`src/rtl/lsu_pkg.sv`:
```
// Shared encodings for the load/store unit.
// funct3 codes, FSM states and byte-enable size masks.
package lsu_pkg;

  localparam logic [2:0] LB  = 3'b000;
  localparam logic [2:0] LH  = 3'b001;
  localparam logic [2:0] LW  = 3'b010;
  localparam logic [2:0] LD  = 3'b011;
  localparam logic [2:0] LBU = 3'b100;
  localparam logic [2:0] LHU = 3'b101;
  localparam logic [2:0] LWU = 3'b110;
  localparam logic [2:0] SB  = 3'b000;
  localparam logic [2:0] SH  = 3'b001;
  localparam logic [2:0] SW  = 3'b010;
  localparam logic [2:0] SD  = 3'b011;

  localparam logic [7:0] MASK_B = 8'h01;
  localparam logic [7:0] MASK_H = 8'h03;
  localparam logic [7:0] MASK_W = 8'h0F;
  localparam logic [7:0] MASK_D = 8'hFF;

  typedef enum logic [1:0] {
    IDLE   = 2'd0,
    ACCESS = 2'd1,
    RESP   = 2'd2
  } state_e;

  function automatic logic [7:0] size_mask(
    input logic [1:0] sz
  );
    logic [7:0] m;
    unique case (sz)
      2'd0:    m = MASK_B;
      2'd1:    m = MASK_H;
      2'd2:    m = MASK_W;
      default: m = MASK_D;
    endcase
    return m;
  endfunction

endpackage

```
`src/rtl/lsu_if.sv`:
```
// Request/response handshakes and memory port of the LSU.
// slave = LSU side, master = execute stage plus memory model.
interface lsu_if #(
  parameter int XLEN = 64
);
  logic            req_valid;
  logic            req_ready;
  logic            req_wen;
  logic [2:0]      req_funct3;
  logic [XLEN-1:0] req_addr;
  logic [XLEN-1:0] req_wdata;
  logic            resp_valid;
  logic            resp_ready;
  logic [XLEN-1:0] resp_rdata;
  logic            resp_err;
  logic [XLEN-1:0] mem_raddr;
  logic            mem_read;
  logic [XLEN-1:0] mem_waddr;
  logic [XLEN-1:0] mem_wdata;
  logic [7:0]      mem_wmask;
  logic            mem_write;
  logic [XLEN-1:0] mem_rdata;

  modport slave (
    input  req_valid, req_wen, req_funct3,
    input  req_addr, req_wdata,
    output req_ready,
    output resp_valid, resp_rdata, resp_err,
    input  resp_ready,
    output mem_raddr, mem_read,
    output mem_waddr, mem_wdata,
    output mem_wmask, mem_write,
    input  mem_rdata
  );

  modport master (
    output req_valid, req_wen, req_funct3,
    output req_addr, req_wdata,
    input  req_ready,
    input  resp_valid, resp_rdata, resp_err,
    output resp_ready,
    input  mem_raddr, mem_read,
    input  mem_waddr, mem_wdata,
    input  mem_wmask, mem_write,
    output mem_rdata
  );
endinterface

```
`src/rtl/lsu_align.sv`:
```
// Byte-lane alignment, load extension and legality check.
// Purely combinational; the FSM in lsu decides when it is used.
module lsu_align
  import lsu_pkg::*;
(
  input  logic        wen,
  input  logic [2:0]  funct3,
  input  logic [2:0]  off,
  input  logic [63:0] wdata,
  input  logic [63:0] rdata,
  output logic [7:0]  wmask,
  output logic [63:0] wdata_sh,
  output logic [63:0] ldata,
  output logic        err
);

  logic [1:0]  sz;
  logic [5:0]  sh_amt;
  logic [63:0] rsh;
  logic        illegal;
  logic        misal;

  assign sz       = funct3[1:0];
  assign sh_amt   = {off, 3'b000};
  assign wmask    = size_mask(sz) << off;
  assign wdata_sh = wdata << sh_amt;
  assign rsh      = rdata >> sh_amt;

  always_comb begin
    illegal = wen ? funct3[2] : (funct3 == 3'b111);
    unique case (sz)
      2'd0:    misal = 1'b0;
      2'd1:    misal = off[0];
      2'd2:    misal = |off[1:0];
      default: misal = |off;
    endcase
    err = illegal | misal;
  end

  always_comb begin
    ldata = 64'd0;
    case (funct3)
      LB:  ldata = {{56{rsh[7]}}, rsh[7:0]};
      LH:  ldata = {{48{rsh[15]}}, rsh[15:0]};
      LW:  ldata = {{32{rsh[31]}}, rsh[31:0]};
      LD:  ldata = rsh;
      LBU: ldata = {56'd0, rsh[7:0]};
      LHU: ldata = {48'd0, rsh[15:0]};
      LWU: ldata = {32'd0, rsh[31:0]};
      default: ldata = 64'd0;
    endcase
  end

endmodule

```
`src/rtl/lsu.sv`:
```
// Load/store unit: one aligned single-cycle memory access per request.
// IDLE -> ACCESS -> RESP, or IDLE -> RESP for rejected requests.
module lsu
  import lsu_pkg::*;
#(
  parameter int XLEN = 64
) (
  input logic  clk,
  input logic  rst,
  lsu_if.slave bus
);

  state_e          state_q, state_d;
  logic            wen_q, wen_d;
  logic [2:0]      funct3_q, funct3_d;
  logic [2:0]      off_q, off_d;
  logic            req_ready_q, req_ready_d;
  logic            resp_valid_q, resp_valid_d;
  logic [XLEN-1:0] resp_rdata_q, resp_rdata_d;
  logic            resp_err_q, resp_err_d;
  logic [XLEN-1:0] mem_raddr_q, mem_raddr_d;
  logic            mem_read_q, mem_read_d;
  logic [XLEN-1:0] mem_waddr_q, mem_waddr_d;
  logic [XLEN-1:0] mem_wdata_q, mem_wdata_d;
  logic [7:0]      mem_wmask_q, mem_wmask_d;
  logic            mem_write_q, mem_write_d;

  logic            idle;
  logic            al_wen;
  logic [2:0]      al_f3;
  logic [2:0]      al_off;
  logic [7:0]      al_wmask;
  logic [63:0]     al_wdata;
  logic [63:0]     al_ldata;
  logic            al_err;
  logic [XLEN-1:0] base;

  // Aligner sees live request in IDLE, captured fields afterwards.
  assign idle   = (state_q == IDLE);
  assign al_wen = idle ? bus.req_wen : wen_q;
  assign al_f3  = idle ? bus.req_funct3 : funct3_q;
  assign al_off = idle ? bus.req_addr[2:0] : off_q;
  assign base   = {bus.req_addr[XLEN-1:3], 3'b000};

  lsu_align u_align (
    .wen      (al_wen),
    .funct3   (al_f3),
    .off      (al_off),
    .wdata    (bus.req_wdata),
    .rdata    (bus.mem_rdata),
    .wmask    (al_wmask),
    .wdata_sh (al_wdata),
    .ldata    (al_ldata),
    .err      (al_err)
  );

  always_comb begin
    state_d      = state_q;
    wen_d        = wen_q;
    funct3_d     = funct3_q;
    off_d        = off_q;
    req_ready_d  = req_ready_q;
    resp_valid_d = resp_valid_q;
    resp_rdata_d = resp_rdata_q;
    resp_err_d   = resp_err_q;
    mem_raddr_d  = '0;
    mem_read_d   = 1'b0;
    mem_waddr_d  = '0;
    mem_wdata_d  = '0;
    mem_wmask_d  = 8'd0;
    mem_write_d  = 1'b0;
    unique case (state_q)
      IDLE: begin
        if (bus.req_valid) begin
          wen_d       = bus.req_wen;
          funct3_d    = bus.req_funct3;
          off_d       = bus.req_addr[2:0];
          req_ready_d = 1'b0;
          if (al_err) begin
            state_d      = RESP;
            resp_valid_d = 1'b1;
            resp_err_d   = 1'b1;
            resp_rdata_d = '0;
          end else begin
            state_d    = ACCESS;
            resp_err_d = 1'b0;
            if (bus.req_wen) begin
              mem_write_d = 1'b1;
              mem_waddr_d = base;
              mem_wmask_d = al_wmask;
              mem_wdata_d = al_wdata;
            end else begin
              mem_read_d  = 1'b1;
              mem_raddr_d = base;
            end
          end
        end
      end
      ACCESS: begin
        state_d      = RESP;
        resp_valid_d = 1'b1;
        resp_rdata_d = wen_q ? '0 : al_ldata;
      end
      RESP: begin
        if (bus.resp_ready) begin
          state_d      = IDLE;
          resp_valid_d = 1'b0;
          req_ready_d  = 1'b1;
        end
      end
      default: begin
        state_d      = IDLE;
        resp_valid_d = 1'b0;
        req_ready_d  = 1'b1;
      end
    endcase
  end

  always_ff @(posedge clk or posedge rst) begin
    if (rst) begin
      state_q      <= IDLE;
      wen_q        <= 1'b0;
      funct3_q     <= 3'd0;
      off_q        <= 3'd0;
      req_ready_q  <= 1'b1;
      resp_valid_q <= 1'b0;
      resp_rdata_q <= '0;
      resp_err_q   <= 1'b0;
      mem_raddr_q  <= '0;
      mem_read_q   <= 1'b0;
      mem_waddr_q  <= '0;
      mem_wdata_q  <= '0;
      mem_wmask_q  <= 8'd0;
      mem_write_q  <= 1'b0;
    end else begin
      state_q      <= state_d;
      wen_q        <= wen_d;
      funct3_q     <= funct3_d;
      off_q        <= off_d;
      req_ready_q  <= req_ready_d;
      resp_valid_q <= resp_valid_d;
      resp_rdata_q <= resp_rdata_d;
      resp_err_q   <= resp_err_d;
      mem_raddr_q  <= mem_raddr_d;
      mem_read_q   <= mem_read_d;
      mem_waddr_q  <= mem_waddr_d;
      mem_wdata_q  <= mem_wdata_d;
      mem_wmask_q  <= mem_wmask_d;
      mem_write_q  <= mem_write_d;
    end
  end

  assign bus.req_ready  = req_ready_q;
  assign bus.resp_valid = resp_valid_q;
  assign bus.resp_rdata = resp_rdata_q;
  assign bus.resp_err   = resp_err_q;
  assign bus.mem_raddr  = mem_raddr_q;
  assign bus.mem_read   = mem_read_q;
  assign bus.mem_waddr  = mem_waddr_q;
  assign bus.mem_wdata  = mem_wdata_q;
  assign bus.mem_wmask  = mem_wmask_q;
  assign bus.mem_write  = mem_write_q;

endmodule

```
`src/flat_wrapper.sv`:
```
// flat-port wrapper written by rule: the top's interface ports become plain ports
module lsu_flat import lsu_pkg::*;
#(
  parameter int XLEN = 64
)
  (clk, rst, bus_req_valid, bus_req_wen, bus_req_funct3, bus_req_addr, bus_req_wdata, bus_req_ready, bus_resp_valid, bus_resp_rdata, bus_resp_err, bus_resp_ready, bus_mem_raddr, bus_mem_read, bus_mem_waddr, bus_mem_wdata, bus_mem_wmask, bus_mem_write, bus_mem_rdata);
  lsu_if #(.XLEN(XLEN)) bus_i ();
  input logic clk;
  input logic rst;
  input wire logic [$bits(bus_i.req_valid)-1:0] bus_req_valid;
  input wire logic [$bits(bus_i.req_wen)-1:0] bus_req_wen;
  input wire logic [$bits(bus_i.req_funct3)-1:0] bus_req_funct3;
  input wire logic [$bits(bus_i.req_addr)-1:0] bus_req_addr;
  input wire logic [$bits(bus_i.req_wdata)-1:0] bus_req_wdata;
  output wire logic [$bits(bus_i.req_ready)-1:0] bus_req_ready;
  output wire logic [$bits(bus_i.resp_valid)-1:0] bus_resp_valid;
  output wire logic [$bits(bus_i.resp_rdata)-1:0] bus_resp_rdata;
  output wire logic [$bits(bus_i.resp_err)-1:0] bus_resp_err;
  input wire logic [$bits(bus_i.resp_ready)-1:0] bus_resp_ready;
  output wire logic [$bits(bus_i.mem_raddr)-1:0] bus_mem_raddr;
  output wire logic [$bits(bus_i.mem_read)-1:0] bus_mem_read;
  output wire logic [$bits(bus_i.mem_waddr)-1:0] bus_mem_waddr;
  output wire logic [$bits(bus_i.mem_wdata)-1:0] bus_mem_wdata;
  output wire logic [$bits(bus_i.mem_wmask)-1:0] bus_mem_wmask;
  output wire logic [$bits(bus_i.mem_write)-1:0] bus_mem_write;
  input wire logic [$bits(bus_i.mem_rdata)-1:0] bus_mem_rdata;
  assign bus_i.req_valid = bus_req_valid;
  assign bus_i.req_wen = bus_req_wen;
  assign bus_i.req_funct3 = bus_req_funct3;
  assign bus_i.req_addr = bus_req_addr;
  assign bus_i.req_wdata = bus_req_wdata;
  assign bus_req_ready = bus_i.req_ready;
  assign bus_resp_valid = bus_i.resp_valid;
  assign bus_resp_rdata = bus_i.resp_rdata;
  assign bus_resp_err = bus_i.resp_err;
  assign bus_i.resp_ready = bus_resp_ready;
  assign bus_mem_raddr = bus_i.mem_raddr;
  assign bus_mem_read = bus_i.mem_read;
  assign bus_mem_waddr = bus_i.mem_waddr;
  assign bus_mem_wdata = bus_i.mem_wdata;
  assign bus_mem_wmask = bus_i.mem_wmask;
  assign bus_mem_write = bus_i.mem_write;
  assign bus_i.mem_rdata = bus_mem_rdata;
  lsu #(.XLEN(XLEN)) u_core (.clk(clk), .rst(rst), .bus(bus_i));
endmodule
```
`config.mk`:
```
export PLATFORM = sky130hd
export DESIGN_NAME = lsu_flat
export DESIGN_NICKNAME = d
export VERILOG_FILES = /design/src/rtl/lsu_pkg.sv /design/src/rtl/lsu_if.sv /design/src/rtl/lsu_align.sv /design/src/rtl/lsu.sv /design/src/flat_wrapper.sv
export SDC_FILE = /design/constraint.sdc
export NUM_CORES = 1
export LEC_CHECK = 0
export ABC_CLOCK_PERIOD_IN_PS = 19350
export CAP_MARGIN = 40
export CORE_AREA = 2 2 181 183
export DETAILED_ROUTE_END_ITERATION = 6
export DIE_AREA = 0 0 183 185
export PLACE_DENSITY = 0.72
export SLEW_MARGIN = 20
export SYNTH_ARGS = -nofsm -noshare
export SYNTH_HDL_FRONTEND = slang
export SYNTH_SLANG_ARGS = --single-unit
```
`constraint.sdc`:
```
create_clock -name clk -period 19.35 [get_ports clk]
set_input_delay 2.9025 -clock clk [delete_from_list [all_inputs] [get_ports clk]]
set_output_delay 2.9025 -clock clk [all_outputs]
set_load 0.01 [all_outputs]
```
-- Word-level counts from Yosys, hierarchy flattened
Cells that the tools add are included.
W data, S select, Z words.
- muxes and demuxes: 47
- shift-type cells: 3
- equal/unequal tests: 14
- reduce and logical (&&, ||, !) cells: 11
- bitwise logic cells: 2
- operator list (operator ; number):
    $mux W64 ; 15
    $pmux W64 S7 ; 1
    $pmux W64 S2 ; 1
    $shl A64 B6 Y64 ; 1
    $shr A64 B6 Y64 ; 1
    $mux W8 ; 4
    $pmux W8 S3 ; 1
    $mux W1 ; 16
    $eq A3 B3 Y1 const B ; 4
    $pmux W1 S3 ; 3
    $reduce_and A3 Y1 ; 3
    $shl A8 B3 Y8 ; 1
    $eq A3 B2 Y1 const B ; 2
    $mux W2 ; 3
    $mux W3 ; 2
    $ne A2 B2 Y1 const B ; 3
    $pmux W2 S3 ; 1
    $eq A2 B1 Y1 const B ; 2
    $eq A2 B2 Y1 const B ; 2
    $logic_not A2 Y1 ; 2
    $reduce_and A2 Y1 ; 2
    $eq A3 B1 Y1 const B ; 1
    $logic_not A3 Y1 ; 1
    $reduce_or A3 Y1 ; 1
    other kinds (4) ; 4
- register bits: 278
- word-level logic and storage cells: 91
- input bits: 200

-- Logic depth before layout (Yosys ltp)
- depth in word-level cells: 9
- gate-level depth with buffers: 12

-- Cells and area by module
Synthesis repeated with hierarchy kept, for this count alone.
- cell total of the unflattened synthesis: 1217
- area, all modules: 13405.4 sq um
- by module, submodules not included (module ; sequential area each (sq um) ; instances ; cells each ; area an instance (sq um)):
    lsu ; 6807.8 ; 1 ; 625 ; 9246.4
    lsu_align ; 0.0 ; 1 ; 592 ; 4159.0

-- Worst setup path after synthesis
OpenSTA, ideal clock, no wires.
- path type: in2reg
- start point: input bus_req_addr[0]
- end point: register u_core.mem_raddr_q[54] (netlist: u_core.bus.mem_raddr[54])
- arrival: 4.938 ns
- cell stages on the path: 7
- path slack: 14.347 ns
- path buffers: 1
- cells stage by stage: or4_1 > o31a_1 > or4_4 > o21a_2 > nor4_4 > buf_6 > and2_1
- cells in the longest elaborated chain, start to end: 7
- elaborated cells between the ends (all ways): 8
- RTL lines (what ; RTL line ; text):
    start, declared ; flat_wrapper.sv:13 ; input wire logic [$bits(bus_i.req_addr)-1:0] bus_req_addr;
    $mux W3 (*) ; lsu.sv:42 ; assign al_off = idle ? bus.req_addr[2:0] : off_q;
    $reduce_or A3 Y1 or $reduce_or A2 Y1 (tied branches) ; lsu_align.sv:35, lsu_align.sv:34 ;
    $pmux W1 S3 (*) ; lsu_align.sv:31 ; unique case (sz)
    $or A1 B1 Y1 (*) ; lsu_align.sv:37 ; err = illegal | misal;
    $mux W64 (*) ; lsu.sv:79 ; if (al_err) begin
    $mux W64 (*) ; lsu.sv:74 ; if (bus.req_valid) begin
    $mux W64 (*) ; lsu.sv:72 ; unique case (state_q)
    via u_core.mem_raddr_d[54] ; lsu.sv:21 ; logic [XLEN-1:0] mem_raddr_q, mem_raddr_d;
    end signal, assigned ; lsu.sv:144 ; mem_raddr_q <= mem_raddr_d;
    end, declared ; lsu.sv:21 ;
Mark *: on every way through the listed nets, which the timed path passes. The rest lies on a longest branch.
A chain may end at the register's enable or synchronous reset.

-- Final worst setup path
- start point: input bus_req_addr[2]
- end point: register u_core.resp_rdata_q[31] (netlist: u_core.bus.resp_rdata[31])
- cells in the longest elaborated chain, start to end: 6
- elaborated cells between the ends (all ways): 10
- RTL lines (what ; RTL line ; text):
    $mux W3 (*) ; lsu.sv:42 ;
    branches (longest 5 deep; another with $shr A64 B6 Y64) ; - ;
    end signal, assigned ; lsu.sv:142 ; resp_rdata_q <= resp_rdata_d;
    end, declared ; lsu.sv:19 ; logic [XLEN-1:0] resp_rdata_q, resp_rdata_d;
Mark *: on every way between the ends.

==> results_tabular.tex <==
\begin{tabular}{lr}
\hline
Metric & Value \\
\hline
\multicolumn{2}{l}{\textbf{Run status}} \\
Status & complete, no violations \\
\multicolumn{2}{l}{\textbf{Cells and area}} \\
Nets & 1820 \\
Fraction of layout instances using a drive strength above 1 & 7.06\% \\
Fill cell total of the finished layout & 2696 \\
Register area & 0.00681 sq mm \\
Multi-input gate area & 0.00539 sq mm \\
P\&R area growth vs syn & 48.1\% \\
\multicolumn{2}{l}{\textbf{Worst setup path}} \\
Cell-by-cell trace of the critical path & clkdlybuf4s50\_1 > nor3b\_1 > nor2\_4 > buf\_4 > a2111oi\_1 > a2111oi\_4 > a211oi\_4 > o21ai\_0 \\
CP max FO & 51 \\
Data required time of the critical path & 19.74 ns \\
Delay of the slowest cell on the worst path & 0.73 ns \\
Slowest cell on the critical path & a211oi\_4 \\
Crit-path leading delay family & compound AO/OA/AOI/OAI gates \\
Startpoint type of the worst setup path & primary input \\
Critical path capture point type & flip-flop \\
Startpoint-to-endpoint class of the critical path & primary input to flip-flop \\
Number of buffers and inverters on the critical path & 2 \\
Data arrival time at the worst-slack endpoint & 6.23 ns \\
\multicolumn{2}{l}{\textbf{Yosys}} \\
Post-synth design cell area & 0.0127 sq mm \\
Asr flop ratio synth & 100\% \\
Post-synthesis average cell area & 10.6 sq um \\
Seq/Total Area, Yosys & 53.8\% \\
Number of cells produced by synthesis & 1197 \\
Distinct cell type count of the synthesized netlist & 60 \\
Number of enable flip-flop cells after synthesis & 0 \\
Warning count from the yosys run & 0 \\
Total of flip-flops plus latches after synthesis & 272 \\
Dominant register cell in the synthesized netlist & dfrtp\_1 \\
\multicolumn{2}{l}{\textbf{STA}} \\
Worst Hold Slack & 0.505 ns \\
\# setup viols final & 0 \\
Clock Skews & 0.0185 ns \\
Total negative slack for setup checks & 0 ns \\
Clock period minus final worst setup slack & 5.84 ns \\
Max-slew headroom at the worst pin & 45.5\% \\
Maximum frequency from static timing analysis & 0.171 GHz \\
Share of the clock period used by the worst path & 30.2\% \\
Pin slew with the least headroom to its limit & 0.816 ns \\
Hold violation count in the final report & 0 \\
RSZ-0062 raised after global routing & no \\
Final Max Tran Viols & 0 \\
\multicolumn{2}{l}{\textbf{CTS}} \\
Sinks on the clock net & 272 \\
Skew-Pair Late Insertion Delay & 0.56 ns \\
Longest Clk Path Bufs & 3 \\
Post\_cts resized & 0 \\
Post-CTS Setup Repair Bufs & 0 \\
Clock H-tree levels & 1 \\
Clock Root Buffer & clkbuf\_16 \\
Hold buffers post-CTS & 0 \\
Total clock buffers created by CTS & 30 \\
TritonCTS clock tree & yes \\
Clock-pin transition on the worst setup and hold timing paths & 0.07 ns \\
\multicolumn{2}{l}{\textbf{Die}} \\
Area of the core & 0.0320 sq mm \\
Die Height & 185 um \\
Row cnt & 66 \\
Horizontal die dimension & 183 um \\
Starting density of the core & 39.5\% \\
Area of the die & 0.0339 sq mm \\
\# IOs & 469 \\
\multicolumn{2}{l}{\textbf{Power and ir drop}} \\
Cell leakage power & 0.00865 uW \\
Power density over cell area & 147 mW/mm\^{}2 \\
Largest voltage drop on the vdd net & 112 uV \\
\multicolumn{2}{l}{\textbf{Drt}} \\
DRC violation count after routing & 0 \\
Average vias per placed instance & 5.62 \\
Vias post-DR & 11600 \\
Drt total wl & 48.3 mm \\
Antenna viol nets, final & 0 \\
Total iterations of the first detailed-routing run & 5 \\
Number of design-rule violations left by the first detailed-router iteration & 978 \\
Average detailed-routed wire length per instance & 23.5 um \\
\multicolumn{2}{l}{\textbf{Global routing}} \\
Maximum number of pins on one net before global-route repair & 88 \\
Antenna violations before repair & 9 \\
Leftover overflow at the end of global routing & 0 \\
Global-route wire length before repair & 71.8 mm \\
Via count of the first global-routing pass & 11700 \\
GRT Resource Usage Total & 27.7\% \\
\multicolumn{2}{l}{\textbf{Placed design}} \\
Final HPWL DP & 34.4 mm \\
Placer's final routability congestion estimate & 0.935 \\
Count of input and output buffers & 462 \\
\multicolumn{2}{l}{\textbf{Hold path}} \\
Worst hold-check path type & flip-flop to flip-flop \\
\multicolumn{2}{l}{\textbf{Flow run}} \\
Max\_cap viols & 0 \\
\hline
\end{tabular}
## power breakdown
group	internal (uW)	leakage, uW	switching, uW
sequential	682	0.00375	84.2
combinational	592	0.00443	827
clock	331	0.000475	241
## worst reg2reg max path, stage by stage, from the launching register on
cell      delay [ns]
dfrtp_1         0.74
nor3b_1         0.27
or2_1           0.28
buf_4           0.30
or4_4           0.60
o21ai_4         0.08
buf_4           0.51
nand2_1         0.20
buf_4           0.32
a211oi_1        0.34
## flip-flops by register name, indices dropped and copies added, names as in the netlist
register,flops
u_core.bus.mem_raddr,61
u_core.bus.mem_read,1
u_core.bus.mem_waddr,61
u_core.bus.mem_wdata,64
u_core.bus.mem_wmask,8
u_core.bus.mem_write,1
u_core.bus.req_ready,1
u_core.bus.resp_err,1
u_core.bus.resp_rdata,64
u_core.bus.resp_valid,1
u_core.funct3_q,3
u_core.off_q,3
u_core.state_q,2
u_core.wen_q,1
## Yosys cell counts (4+ instances only)
| cell | instances | share of area [%] |
|---|---|---|
| o2bb2ai_1 | 21 | 1.5 |
| nand3_1 | 92 | 3.6 |
| mux2_2 | 10 | 0.89 |
| o211ai_1 | 25 | 1.5 |
| nand2_1 | 81 | 2.4 |
| a32oi_1 | 25 | 1.7 |
| a31oi_1 | 18 | 0.89 |
| o22ai_1 | 7 | 0.35 |
| nand2b_1 | 4 | 0.20 |
| buf_6 | 7 | 0.62 |
| dfrtp_1 | 271 | 54 |
| a21oi_1 | 46 | 1.8 |
| nor2b_1 | 9 | 0.44 |
| inv_1 | 7 | 0.21 |
| clkbuf_1 | 60 | 1.8 |
| mux2i_1 | 124 | 9.8 |
| buf_1 | 13 | 0.39 |
| nor2_1 | 80 | 2.4 |
| and3_1 | 81 | 4.0 |
| buf_4 | 9 | 0.53 |
| o21ai_0 | 22 | 0.87 |
| buf_2 | 19 | 0.75 |
| nor3_1 | 13 | 0.51 |
| a211oi_1 | 28 | 1.7 |
| a22oi_1 | 8 | 0.47 |
| and2_1 | 75 | 3.7 |
## stage by stage
| step | power (uW) | util, % | worst slack, ns | instances | cell area (sq um) |
|---|---|---|---|---|---|
| 2_1_floorplan | 1610 | - | 8.95 | 1202 | 12700 |
| 3_3_place_gp | 2130 | 54.7 | 12.54 | 1986 | 17500 |
| 3_5_place_dp | 2150 | 55.1 | 12.96 | 1992 | 17700 |
| 4_1_cts | 2730 | 58.2 | 13.55 | 2046 | 18600 |
| 5_1_grt | 2900 | 58.5 | 13.31 | 2056 | 18700 |
| 6_report | 2760 | 58.5 | 13.51 | 2057 | 18700 |
## cells in the final DEF, fill, tap and decap left out, types with 3 or more instances in the layout
| cell type | instances |
|---|---|
| a211oi_1 | 28 |
| a21oi_1 | 46 |
| a22oi_1 | 8 |
| a31oi_1 | 18 |
| a32oi_1 | 25 |
| and2_1 | 72 |
| and2_2 | 3 |
| and3_1 | 81 |
| buf_16 | 6 |
| buf_4 | 23 |
| clkbuf_1 | 5 |
| clkbuf_16 | 31 |
| clkbuf_8 | 3 |
| clkdlybuf4s50_1 | 462 |
| clkinv_2 | 6 |
| clkinvlp_4 | 4 |
| conb_1 | 6 |
| dfrtp_1 | 271 |
| diode_2 | 7 |
| inv_1 | 6 |
| mux2_2 | 10 |
| mux2i_1 | 124 |
| nand2_1 | 79 |
| nand2b_1 | 3 |
| nand3_1 | 92 |
| nor2_1 | 79 |
| nor2b_1 | 9 |
| nor3_1 | 13 |
| o211ai_1 | 25 |
| o21ai_0 | 22 |
| o21ai_2 | 3 |
| o22ai_1 | 7 |
| o2bb2ai_1 | 21 |
## routing by layer
layer  track usage [%]  share of wire, %
met5                 0             0.079
met4              11.5               4.1
met3              6.37               8.6
met2              48.1                50
met1              33.2                37
## final timing paths
kind / startpoint / to / slack, ns / cells past startpoint
worst max-delay path: bus_req_addr[2] / u_core.bus.resp_rdata[31] / 13.51 / 8
worst min-delay path: u_core.bus.resp_rdata[6] / u_core.bus.resp_rdata[6] / 0.50 / 1
worst max register to register: u_core.state_q[1] / u_core.bus.mem_wdata[51] / 15.60 / 9
worst min register to register: u_core.bus.resp_rdata[6] / u_core.bus.resp_rdata[6] / 0.50 / 1
max in group asynchronous: rst / u_core.bus.resp_rdata[62] / 14.57 / 7
min in group asynchronous: rst / u_core.bus.mem_raddr[30] / 2.75 / 2
## cells by family after synthesis
kind of cell,count (synthesis),share of synthesized area [%]
simple gates,449,18.3
buf+inv,115,4.28
compound gates,226,12.9
other cells,1,0.0296
flops,272,53.8
mux,134,10.7
## final cells by class
cell class | instances | share of cell area, %
tap | 408 | 2.72
inverter | 7 | 0.180
antenna | 7 | 0.0934
multi-input combinational | 815 | 28.8
sequential | 272 | 36.3
clock inverter | 15 | 0.781
timing repair buffer | 494 | 26.7
clock buffer | 39 | 4.46
Note: power is estimated with default switching activity, not from simulation.
